$ cat config.mk
export PLATFORM = sky130hd
export DESIGN_NAME = cirno9_sram_arb
export DESIGN_NICKNAME = d
export VERILOG_FILES = /design/src/rtl/cirno9_arb_pkg.sv /design/src/rtl/cirno9_arb_lock_fsm.sv /design/src/rtl/cirno9_sram_arb.sv
export SDC_FILE = /design/constraint.sdc
export NUM_CORES = 1
export LEC_CHECK = 0
export CAP_MARGIN = 20
export CORE_AREA = 3 3 118 120
export CTS_CLUSTER_DIAMETER = 80
export DETAILED_ROUTE_END_ITERATION = 12
export DIE_AREA = 0 0 121 123
export DONT_BUFFER_PORTS = 1
export GPL_ROUTABILITY_DRIVEN = 0
export PLACE_DENSITY = 0.3
export SLEW_MARGIN = 20
export SYNTH_ARGS = -nofsm -noshare
export SYNTH_HDL_FRONTEND = slang
export SYNTH_HIERARCHICAL = 1
export SYNTH_SLANG_ARGS = --single-unit
$ cat constraint.sdc
create_clock -name clk -period 5.2 [get_ports clk]
set_clock_uncertainty 0.05 [all_clocks]
set_input_delay 1.04 -clock clk [delete_from_list [all_inputs] [get_ports clk]]
set_output_delay 1.04 -clock clk [all_outputs]
set_load 0.1 [all_outputs]
$ cat src/rtl/cirno9_arb_pkg.sv
// Shared encodings and defaults for the cirno9 unified-SRAM arbiter.
package cirno9_arb_pkg;

  localparam int DEF_AW         = 14;
  localparam int DEF_STARVE_MAX = 8;

  typedef enum logic [1:0] {
    OWN_NONE = 2'd0,
    OWN_IFU  = 2'd1,
    OWN_LSU  = 2'd2,
    OWN_DBG  = 2'd3
  } owner_e;

  typedef enum logic [1:0] {
    LK_UNLOCKED = 2'd0,
    LK_DRAIN    = 2'd1,
    LK_LOCKED   = 2'd2
  } lock_state_e;

endpackage

$ cat src/rtl/cirno9_arb_lock_fsm.sv
// Debug lock FSM: drains in-flight IFU/LSU traffic, then hands the SRAM
// exclusively to the debug port until dbg_lock is released.
module cirno9_arb_lock_fsm
  import cirno9_arb_pkg::*;
(
  input  logic clk,
  input  logic rst_n,
  input  logic dbg_lock,
  input  logic owner_idle_next,
  output logic allow_ifu_lsu,
  output logic dbg_locked
);

  lock_state_e state_q, state_d;

  // NOTE: state registers use non-blocking assignments so every flop samples
  // pre-edge values; blocking here would create order-dependent simulation.
  always_ff @(posedge clk or negedge rst_n) begin
    if (!rst_n) state_q <= LK_UNLOCKED;
    else        state_q <= state_d;
  end

  // NOTE: state_d is given a default before any branch so the block can never
  // infer a latch when a path leaves it unassigned.
  always_comb begin
    state_d = state_q;
    unique case (state_q)
      LK_UNLOCKED: if (dbg_lock) state_d = LK_DRAIN;
      LK_DRAIN: begin
        if (!dbg_lock)            state_d = LK_UNLOCKED;
        else if (owner_idle_next) state_d = LK_LOCKED;
      end
      LK_LOCKED:   if (!dbg_lock) state_d = LK_UNLOCKED;
      default:     state_d = LK_UNLOCKED;
    endcase
  end

  assign allow_ifu_lsu = (state_q == LK_UNLOCKED);
  assign dbg_locked    = (state_q == LK_LOCKED);

endmodule

$ cat src/rtl/cirno9_sram_arb.sv
// Single-port SRAM arbiter for IFU / LSU / DBG with one-cycle response return.
// Build option CIRNO9_ARB_RR_EN: round-robin IFU/LSU instead of fixed priority + starvation counter.
module cirno9_sram_arb
  import cirno9_arb_pkg::*;
#(
  parameter int AW         = DEF_AW,
  parameter int STARVE_MAX = DEF_STARVE_MAX
) (
  input  logic          clk,
  input  logic          rst_n,
  input  logic          ifu_req_valid,
  output logic          ifu_req_ready,
  input  logic [AW-1:0] ifu_req_addr,
  output logic          ifu_rsp_valid,
  output logic [31:0]   ifu_rsp_rdata,
  input  logic          lsu_req_valid,
  output logic          lsu_req_ready,
  input  logic [AW-1:0] lsu_req_addr,
  input  logic          lsu_req_we,
  input  logic [31:0]   lsu_req_wdata,
  input  logic [3:0]    lsu_req_wmask,
  output logic          lsu_rsp_valid,
  output logic [31:0]   lsu_rsp_rdata,
  input  logic          dbg_req_valid,
  output logic          dbg_req_ready,
  input  logic [AW-1:0] dbg_req_addr,
  input  logic          dbg_req_we,
  input  logic [31:0]   dbg_req_wdata,
  input  logic [3:0]    dbg_req_wmask,
  output logic          dbg_rsp_valid,
  output logic [31:0]   dbg_rsp_rdata,
  input  logic          dbg_lock,
  output logic          dbg_locked,
  output logic          sram_cs,
  output logic          sram_we,
  output logic [3:0]    sram_wem,
  output logic [AW-1:0] sram_addr,
  output logic [31:0]   sram_din,
  input  logic [31:0]   sram_dout
);

  owner_e grant;
  owner_e owner_q;
  logic   allow_ifu_lsu;
  logic   ifu_ok;
  logic   lsu_ok;

  assign ifu_ok = ifu_req_valid && allow_ifu_lsu;
  assign lsu_ok = lsu_req_valid && allow_ifu_lsu;

`ifdef CIRNO9_ARB_RR_EN
  logic rr_lsu_q;  // set when LSU holds the tie-break

  always_comb begin
    grant = OWN_NONE;
    if (dbg_req_valid)       grant = OWN_DBG;
    else if (ifu_ok && lsu_ok) grant = rr_lsu_q ? OWN_LSU : OWN_IFU;
    else if (ifu_ok)         grant = OWN_IFU;
    else if (lsu_ok)         grant = OWN_LSU;
  end

  always_ff @(posedge clk or negedge rst_n) begin
    if (!rst_n)                 rr_lsu_q <= 1'b0;
    else if (grant == OWN_IFU)  rr_lsu_q <= 1'b1;
    else if (grant == OWN_LSU)  rr_lsu_q <= 1'b0;
  end
`else
  localparam int            CW         = $clog2(STARVE_MAX + 1);
  localparam logic [CW-1:0] STARVE_LIM = CW'(STARVE_MAX - 1);

  logic [CW-1:0] starve_q;
  logic          ifu_starved;

  assign ifu_starved = (starve_q == STARVE_LIM);

  always_comb begin
    grant = OWN_NONE;
    if (dbg_req_valid)              grant = OWN_DBG;
    else if (ifu_ok && ifu_starved) grant = OWN_IFU;
    else if (lsu_ok)                grant = OWN_LSU;
    else if (ifu_ok)                grant = OWN_IFU;
  end

  // Saturates at the limit so a long DBG burst still leaves IFU first in line.
  always_ff @(posedge clk or negedge rst_n) begin
    if (!rst_n)                                   starve_q <= '0;
    else if (!ifu_req_valid || grant == OWN_IFU)  starve_q <= '0;
    else if (!ifu_starved)                        starve_q <= starve_q + CW'(1);
  end
`endif

  always_ff @(posedge clk or negedge rst_n) begin
    if (!rst_n) owner_q <= OWN_NONE;
    else        owner_q <= grant;
  end

  cirno9_arb_lock_fsm u_lock_fsm (
    .clk             (clk),
    .rst_n           (rst_n),
    .dbg_lock        (dbg_lock),
    .owner_idle_next (grant == OWN_NONE),
    .allow_ifu_lsu   (allow_ifu_lsu),
    .dbg_locked      (dbg_locked)
  );

  assign ifu_req_ready = (grant == OWN_IFU);
  assign lsu_req_ready = (grant == OWN_LSU);
  assign dbg_req_ready = (grant == OWN_DBG);

  always_comb begin
    sram_cs   = (grant != OWN_NONE);
    sram_we   = 1'b0;
    sram_wem  = '0;
    sram_addr = '0;
    sram_din  = '0;
    unique case (grant)
      OWN_IFU: sram_addr = ifu_req_addr;
      OWN_LSU: begin
        sram_we   = lsu_req_we;
        sram_wem  = lsu_req_wmask;
        sram_addr = lsu_req_addr;
        sram_din  = lsu_req_wdata;
      end
      OWN_DBG: begin
        sram_we   = dbg_req_we;
        sram_wem  = dbg_req_wmask;
        sram_addr = dbg_req_addr;
        sram_din  = dbg_req_wdata;
      end
      default: ;
    endcase
  end

  // Read data is steered only to the owner so idle ports present zero.
  assign ifu_rsp_valid = (owner_q == OWN_IFU);
  assign lsu_rsp_valid = (owner_q == OWN_LSU);
  assign dbg_rsp_valid = (owner_q == OWN_DBG);
  assign ifu_rsp_rdata = ifu_rsp_valid ? sram_dout : '0;
  assign lsu_rsp_rdata = lsu_rsp_valid ? sram_dout : '0;
  assign dbg_rsp_rdata = dbg_rsp_valid ? sram_dout : '0;

  a_ifu_hold: assert property (@(posedge clk) disable iff (!rst_n)
    (ifu_req_valid && !ifu_req_ready) |=> ifu_req_valid);
  a_lsu_hold: assert property (@(posedge clk) disable iff (!rst_n)
    (lsu_req_valid && !lsu_req_ready) |=> lsu_req_valid);
  a_dbg_hold: assert property (@(posedge clk) disable iff (!rst_n)
    (dbg_req_valid && !dbg_req_ready) |=> dbg_req_valid);
  a_one_ready: assert property (@(posedge clk) disable iff (!rst_n)
    $onehot0({ifu_req_ready, lsu_req_ready, dbg_req_ready}));

endmodule
==> summary.md, run 1 <==
| Metric | Value |
|---|---|
| Critical path launch point type | `input pin` |
| Worst r2r path cells | `4` |
| Worst setup EP type | `primary output` |
| Tcrit/Tclk final | `77.94%` |
| Synthesized net count | `406` |
| YS warnings | `6` |
| Worst hold path type | `input pin to asynchronous set/reset pin` |
| R2r startpoint | `starve_q[0]$_DFFE_PN0P_` |
| Place WS | `1.157 ns` |
| Io pins | `around 300` |
| Final instance area | `0.002317 mm²` |
| Share of layout cells above drive strength 1 | `19.54%` |
| Slew @ Worst Pin | `~1.1 ns` |
| Cell Pwr Density | `410.1 mW/mm²` |
| Max H-tree Level | `1` |
| LEAKAGE | `1.016 nW` |
| Post-CTS setup buffers | `0` |
| Post-CTS Resized | `0` |
| Starting Density | `roughly 14%` |
| Port Buffers | `0` |
| R2R Setup Slk | `3.12 ns` |
| Die Footprint | `0.01488 mm²` |
| Required time of the worst setup path | `4.11 ns` |
| Period minus WS final | `about 4.1 ns` |
| DR pass1 iterations | `6` |
| Commonest cells after routing, fill and taps aside | `and2_1, a22o_1, buf_4` |
| Vias/cell | `about 5` |
| Number of clock sinks | `8` |
| Wire length per cell | `21.06 µm` |
| Status | `complete, no violations` |
| DRC | `0` |
| Layout area overhead | `25.73%` |
| Peak Freq | `0.2467 GHz` |
| Global Route Usage Sum | `10.49%` |
| Commonest non-fill, non-tap cell in the layout | `and2_1` |
| Drt initial violations | `83` |
| Layout net count | `418` |
| Worst r2r dst | `starve_q[3]$_DFFE_PN0P_` |
| Max Slew Vio Count | `0` |
| Post-Syn Area | `between 0.0015 and 0.002 mm²` |
| Pwr Total | `0.9504 mW` |
| RSZ-0062 raised after global routing | `no` |
| CTS tree | `built` |
| Yosys reg bits | `8` |
| Final ANT Viol Nets | `0` |
| Die X | `121 µm` |
| First-pass GRT wire length | `between 10 and 15 mm` |
| Total wire length | `9.226 mm` |
| Rows | `42` |
| Setup TNS | `0 ns` |
| Layout fillers | `between 1k and 1.5k` |
| Global route total overflow | `0` |
| Register area share after synthesis | `10.86%` |
| Relative slew slack | `24.59%` |
| Largest net degree at the start of global routing | `58` |
| Area post-placement | `0.002240 mm²` |
| Post-DP HPWL | `7.521 mm` |
| Die Y | `123 µm` |
| Final Setup Violations | `0` |
| Post-CTS Hold Fix Bufs | `0` |
| Clk buf depth | `2` |
| Synth unique cells | `34` |
| Cell count after synthesis | `251` |
| Worst skew pair latency | `roughly 0.23 ns` |
| Initial antenna violation count | `1` |
| Worst vdd ir | `167.4 µV` |
| Vias in the first global route | `2027` |
| Setup CP Type | `input pin to primary output` |
| Via count | `2138` |
| Clk slew on worst S/H paths | `around 0.03 ns` |
| Final setup margin | `1.147 ns` |
| Crit path DAT | `2.96 ns` |
| Critical path peak fanout | `57` |
| CTS buffer count | `3` |
| Post-Syn Area per Cell | `7.343 µm²` |
| Hold Worst Slack | `0.4570 ns` |
| Core ar. | `0.01309 mm²` |
| Maximum capacitance violations | `0` |
| Root buffer cell | `clkbuf_16` |
| Final hold violation count | `0` |
[state kept, by name (all words and copies together) (netlist names)]
signal and cells:
starve_q 4, owner_q 2, u_lock_fsm/state_q 2
[synthesized netlist by cell type (all sizes together)]
cell type  instances  area [µm²]
a22o              37       324.1
nand2              9       33.78
o211ai             1       7.510
ha                 1       12.51
nand3              2       10.01
dfrtp              8       200.2
o21ai              1       5.000
inv                9       33.78
nor2               3       11.26
and3              32       200.2
a31oi              6       37.54
xnor2              1       8.760
nand2b             2       12.51
a21oi              3       18.77
nand3b             3       22.52
o21a               1       7.510
a211o              6       52.55
mux2i              2       20.02
nor3b              4       30.03
and2              73       456.7
and3b              1       12.51
buf                8       63.80
o2bb2ai            1       8.760
a31o               1       8.760
nor2b              3       21.27
a221o              8       82.58
clkbuf            18       67.56
o2111ai            6       52.55
a211oi             1       20.02
[worst max-delay path by stage]
stage,slack (ns),to,start,cells after the start
5_1_grt,1.09,sram_din[14],u_lock_fsm/state_q[0]$_DFFE_PN0P_,5
6_report,1.15,sram_din[20],dbg_req_valid,4
2_1_floorplan,0.72,sram_addr[0],ifu_req_valid,4
3_3_place_gp,1.17,sram_din[0],dbg_req_valid,4
3_5_place_dp,1.16,sram_din[20],dbg_req_valid,4
4_1_cts,1.16,sram_din[20],dbg_req_valid,4
[per-stage QoR]
| stage | util (%) | instances |
|---|---|---|
| after global routing | 17.71 | 438 |
| after CTS | 17.69 | 437 |
| after global placement | 17.12 | 434 |
| after floorplan | - | 251 |
| final | 17.71 | 438 |
| after detailed placement | 17.12 | 434 |
[routing by layer]
metal / wire, µm / share of wire, % / vias to the layer above / GRT usage (%)
li1: - / - / 940 / -
met1: 3207 / 35 / 1000 / 11.10
met2: 5000 / 54 / 190 / 21.29
met3: 866 / 9.4 / 8 / 1.921
met4: 151 / 1.6 / 0 / 2.337
met5: 0 / 0 / - / 0
[cell type report]
type                            instances  area, µm²  area share [%]
Clock buffer                            3      75.07           3.240
Timing Repair Buffer                   33      247.7           10.69
Inverter                                9      33.78           1.458
Multi-Input combinational cell        208       1538           66.36
Sequential cell                         8      200.2           8.639
Antenna cell                            1      2.502          0.1080
Tap cell                              176      220.2           9.503
[worst max-delay path: stages]
cell      delay, ns
nand2b_1       0.17
a211oi_4       0.22
buf_4          0.59
a22o_1         0.89
[power by group]
group | switching [mW] | leakage, nW | internal [mW]
Clock | 0.0274 | 0.0370 | 0.0989
Combinational | 0.667 | 0.877 | 0.0864
Sequential | 0.00344 | 0.102 | 0.0671
[cell families after synthesis]
family / Yosys count / synth area share [%]
and+or+nand+nor: 132 / 43.99
xor gates and xnor gates: 1 / 0.4753
adders and majority gates: 1 / 0.6788
AOI/OAI and AO/OA: 72 / 33.94
buffers and inverters: 35 / 8.960
muxes: 2 / 1.086
DFF: 8 / 10.86
(Power assumes the default switching activity.)
==> run 2, diff against run 1 <==
Clock period 5.2 ns to 3.34 ns, I/O delays scaled along.
==> summary.md, run 2 (same netlist as run 1, synthesis figures left out) <==
| Metric | Value |
|---|---|
| Worst path cell trace | `nor2_1 > nand2b_1 > a211oi_4 > buf_4 > a22o_1 > buf_4` |
| Die X | `121 µm (unchanged)` |
| Status | `complete, no violations` |
| Final std cells w/o fill | `564 (+29%)` |
| CP max stage cell | `buf_4` |
| Setup TNS | `0 ns (unchanged)` |
| Die Y | `123 µm (unchanged)` |
| Post-CTS Hold Fix Bufs | `0 (unchanged)` |
| Post-DP HPWL | `8.299 mm (+10%)` |
| Critical path peak fanout | `46 (-19%)` |
| Wire length per cell | `17.20 µm (-18%)` |
| First-pass GRT wire length | `12.71 mm (+7.7%)` |
| Crit path DAT | `2.37 ns (-0.59 ns)` |
| Commonest cells after routing, fill and taps aside | `buf_4, and2_1, a22o_1` |
| Post-CTS Resized | `0 (unchanged)` |
| Slew @ Worst Pin | `0.6001 ns (-0.5260 ns)` |
| Layout area overhead | `88.59%` |
| Die Footprint | `0.01488 mm² (unchanged)` |
| Cell Pwr Density | `480.0 mW/mm² (+17%)` |
| Peak Freq | `0.3241 GHz` |
| Number of clock sinks | `8 (unchanged)` |
| DR pass1 iterations | `4 (-2)` |
| Required time of the worst setup path | `2.62 ns (-1.49 ns)` |
| Total wire length | `9.700 mm (+5.1%)` |
| Initial antenna violation count | `1 (unchanged)` |
| Most flops, register | `starve_q` |
| CP delay by family, top | `buffers and inverters` |
| Final ANT Viol Nets | `0 (unchanged)` |
| Final hold violation count | `0 (unchanged)` |
| R2r startpoint | `starve_q[0]$_DFFE_PN0P_` |
| Buf+Inv Stages, Crit Path | `2 (+1)` |
| DRC | `0 (unchanged)` |
| Vias in the first global route | `2346 (+16%)` |
| Port Buffers | `0 (unchanged)` |
| Worst setup EP type | `primary output` |
| Global route total overflow | `0 (unchanged)` |
| Io pins | `309 (unchanged)` |
| Most Frequent Cell on Critical Path | `buf_4` |
| Critical path launch point type | `register` |
| Share of layout cells above drive strength 1 | `45.74% (+26 points)` |
| Starting Density | `14.08% (unchanged)` |
| Relative slew slack | `59.91% (+35 points)` |
| Clk slew on worst S/H paths | `0.04 ns (about the same)` |
| RSZ-0062 raised after global routing | `no` |
| Worst skew pair latency | `0.23 ns (about the same)` |
| Global Route Usage Sum | `10.78% (+0.29 points)` |
| R2R Setup Slk | `1.51 ns (-1.61 ns)` |
| Worst hold path type | `input pin to asynchronous set/reset pin` |
| Commonest non-fill, non-tap cell in the layout | `buf_4` |
| Layout net count | `544 (+30%)` |
| CTS buffer count | `3 (unchanged)` |
| Maximum capacitance violations | `0 (unchanged)` |
| CP max stage delay | `0.42 ns (-0.47 ns)` |
| Pwr Total | `1.668 mW (+76%)` |
| Placed cells | `560 (+29%)` |
| Largest net degree at the start of global routing | `58 (unchanged)` |
| Worst r2r dst | `starve_q[0]$_DFFE_PN0P_` |
| Clk buf depth | `2 (unchanged)` |
| Core ar. | `0.01309 mm² (unchanged)` |
| Critical path launch point | `u_lock_fsm/state_q[0]$_DFFE_PN0P_` |
| Biggest regs | `starve_q: 4 flops, owner_q: 2 flops, u_lock_fsm/state_q: 2 flops` |
| Layout fillers | `1423 (-3.6%)` |
| CTS tree | `built` |
| Root buffer cell | `clkbuf_16` |
| Period minus WS final | `3.085 ns` |
| Max FFs per register | `4 (unchanged)` |
| Post-CTS setup buffers | `0 (unchanged)` |
| Via count | `2504 (+17%)` |
| LEAKAGE | `1.739 nW (+71%)` |
| Max Slew Vio Count | `0 (unchanged)` |
| Drt initial violations | `130 (+57%)` |
| Worst r2r path cells | `5 (+1)` |
| Worst vdd ir | `220.9 µV (+32%)` |
| Max H-tree Level | `1 (unchanged)` |
| Rows | `42 (unchanged)` |
| Tcrit/Tclk final | `92.38%` |
| Vias/cell | `4.440 (-9.0%)` |
| Setup CP Type | `register to primary output` |
| Final Setup Violations | `0 (unchanged)` |
[run 2: how the worst max path moves through the flow]
stage | end | slack, ns | cells after the start
2_1_floorplan | sram_addr[0] | -0.04 | 4
3_3_place_gp | sram_we | 0.55 | 6
3_5_place_dp | sram_we | 0.46 | 6
4_1_cts | sram_we | 0.20 | 6
5_1_grt | sram_we | 0.08 | 6
6_report | sram_we | 0.25 | 6
[run 2: final cells by class]
class | instances | area [µm²] | area share (%)
multi-input cells | 208 | 1538 | 44.24
repair buffers | 159 | 1406 | 40.46
well taps | 176 | 220.2 | 6.335
flip-flops and latches | 8 | 200.2 | 5.760
clock buffers | 3 | 75.07 | 2.160
inverters | 9 | 33.78 | 0.9719
diodes | 1 | 2.502 | 0.07199
[run 2: layer usage]
metal	wire length, µm	vias up	global-route usage, %
li1	-	1192	-
met1	3287	1120	10.93
met2	5110	186	21.50
met3	1148	6	3.477
met4	153	0	2.054
met5	0	-	0
[run 2: stage by stage]
| stage | utilization, % | setup slack, ns | area, µm² | hold WS, ns |
|---|---|---|---|---|
| floorplan | - | -0.03997 | 1888 | 0.3224 |
| global placement | 25.97 | 0.5506 | 3398 | 0.3229 |
| detailed placement | 25.97 | 0.4627 | 3398 | 0.3229 |
| CTS | 26.54 | 0.2045 | 3473 | 0.08120 |
| global route | 26.56 | 0.08301 | 3476 | 0.07368 |
| finish | 26.56 | 0.2546 | 3476 | 0.08492 |
[run 2: where the power goes]
| part | switching (mW) | internal, mW | leakage, nW |
|---|---|---|---|
| registers | 0.00723 | 0.105 | 0.102 |
| clock network | 0.0437 | 0.154 | 0.0370 |
| logic | 1.07 | 0.293 | 1.60 |
[run 2: worst reg2reg max path: cells and delay by family (launching register included)]
family	cells	cell delay [ns]
AO/OA/AOI/OAI	1	0.37
adder cells (fa/ha/maj)	1	0.24
buffers and inverters	1	0.28
flip-flops	1	0.38
AND/OR/NAND/NOR	2	0.38
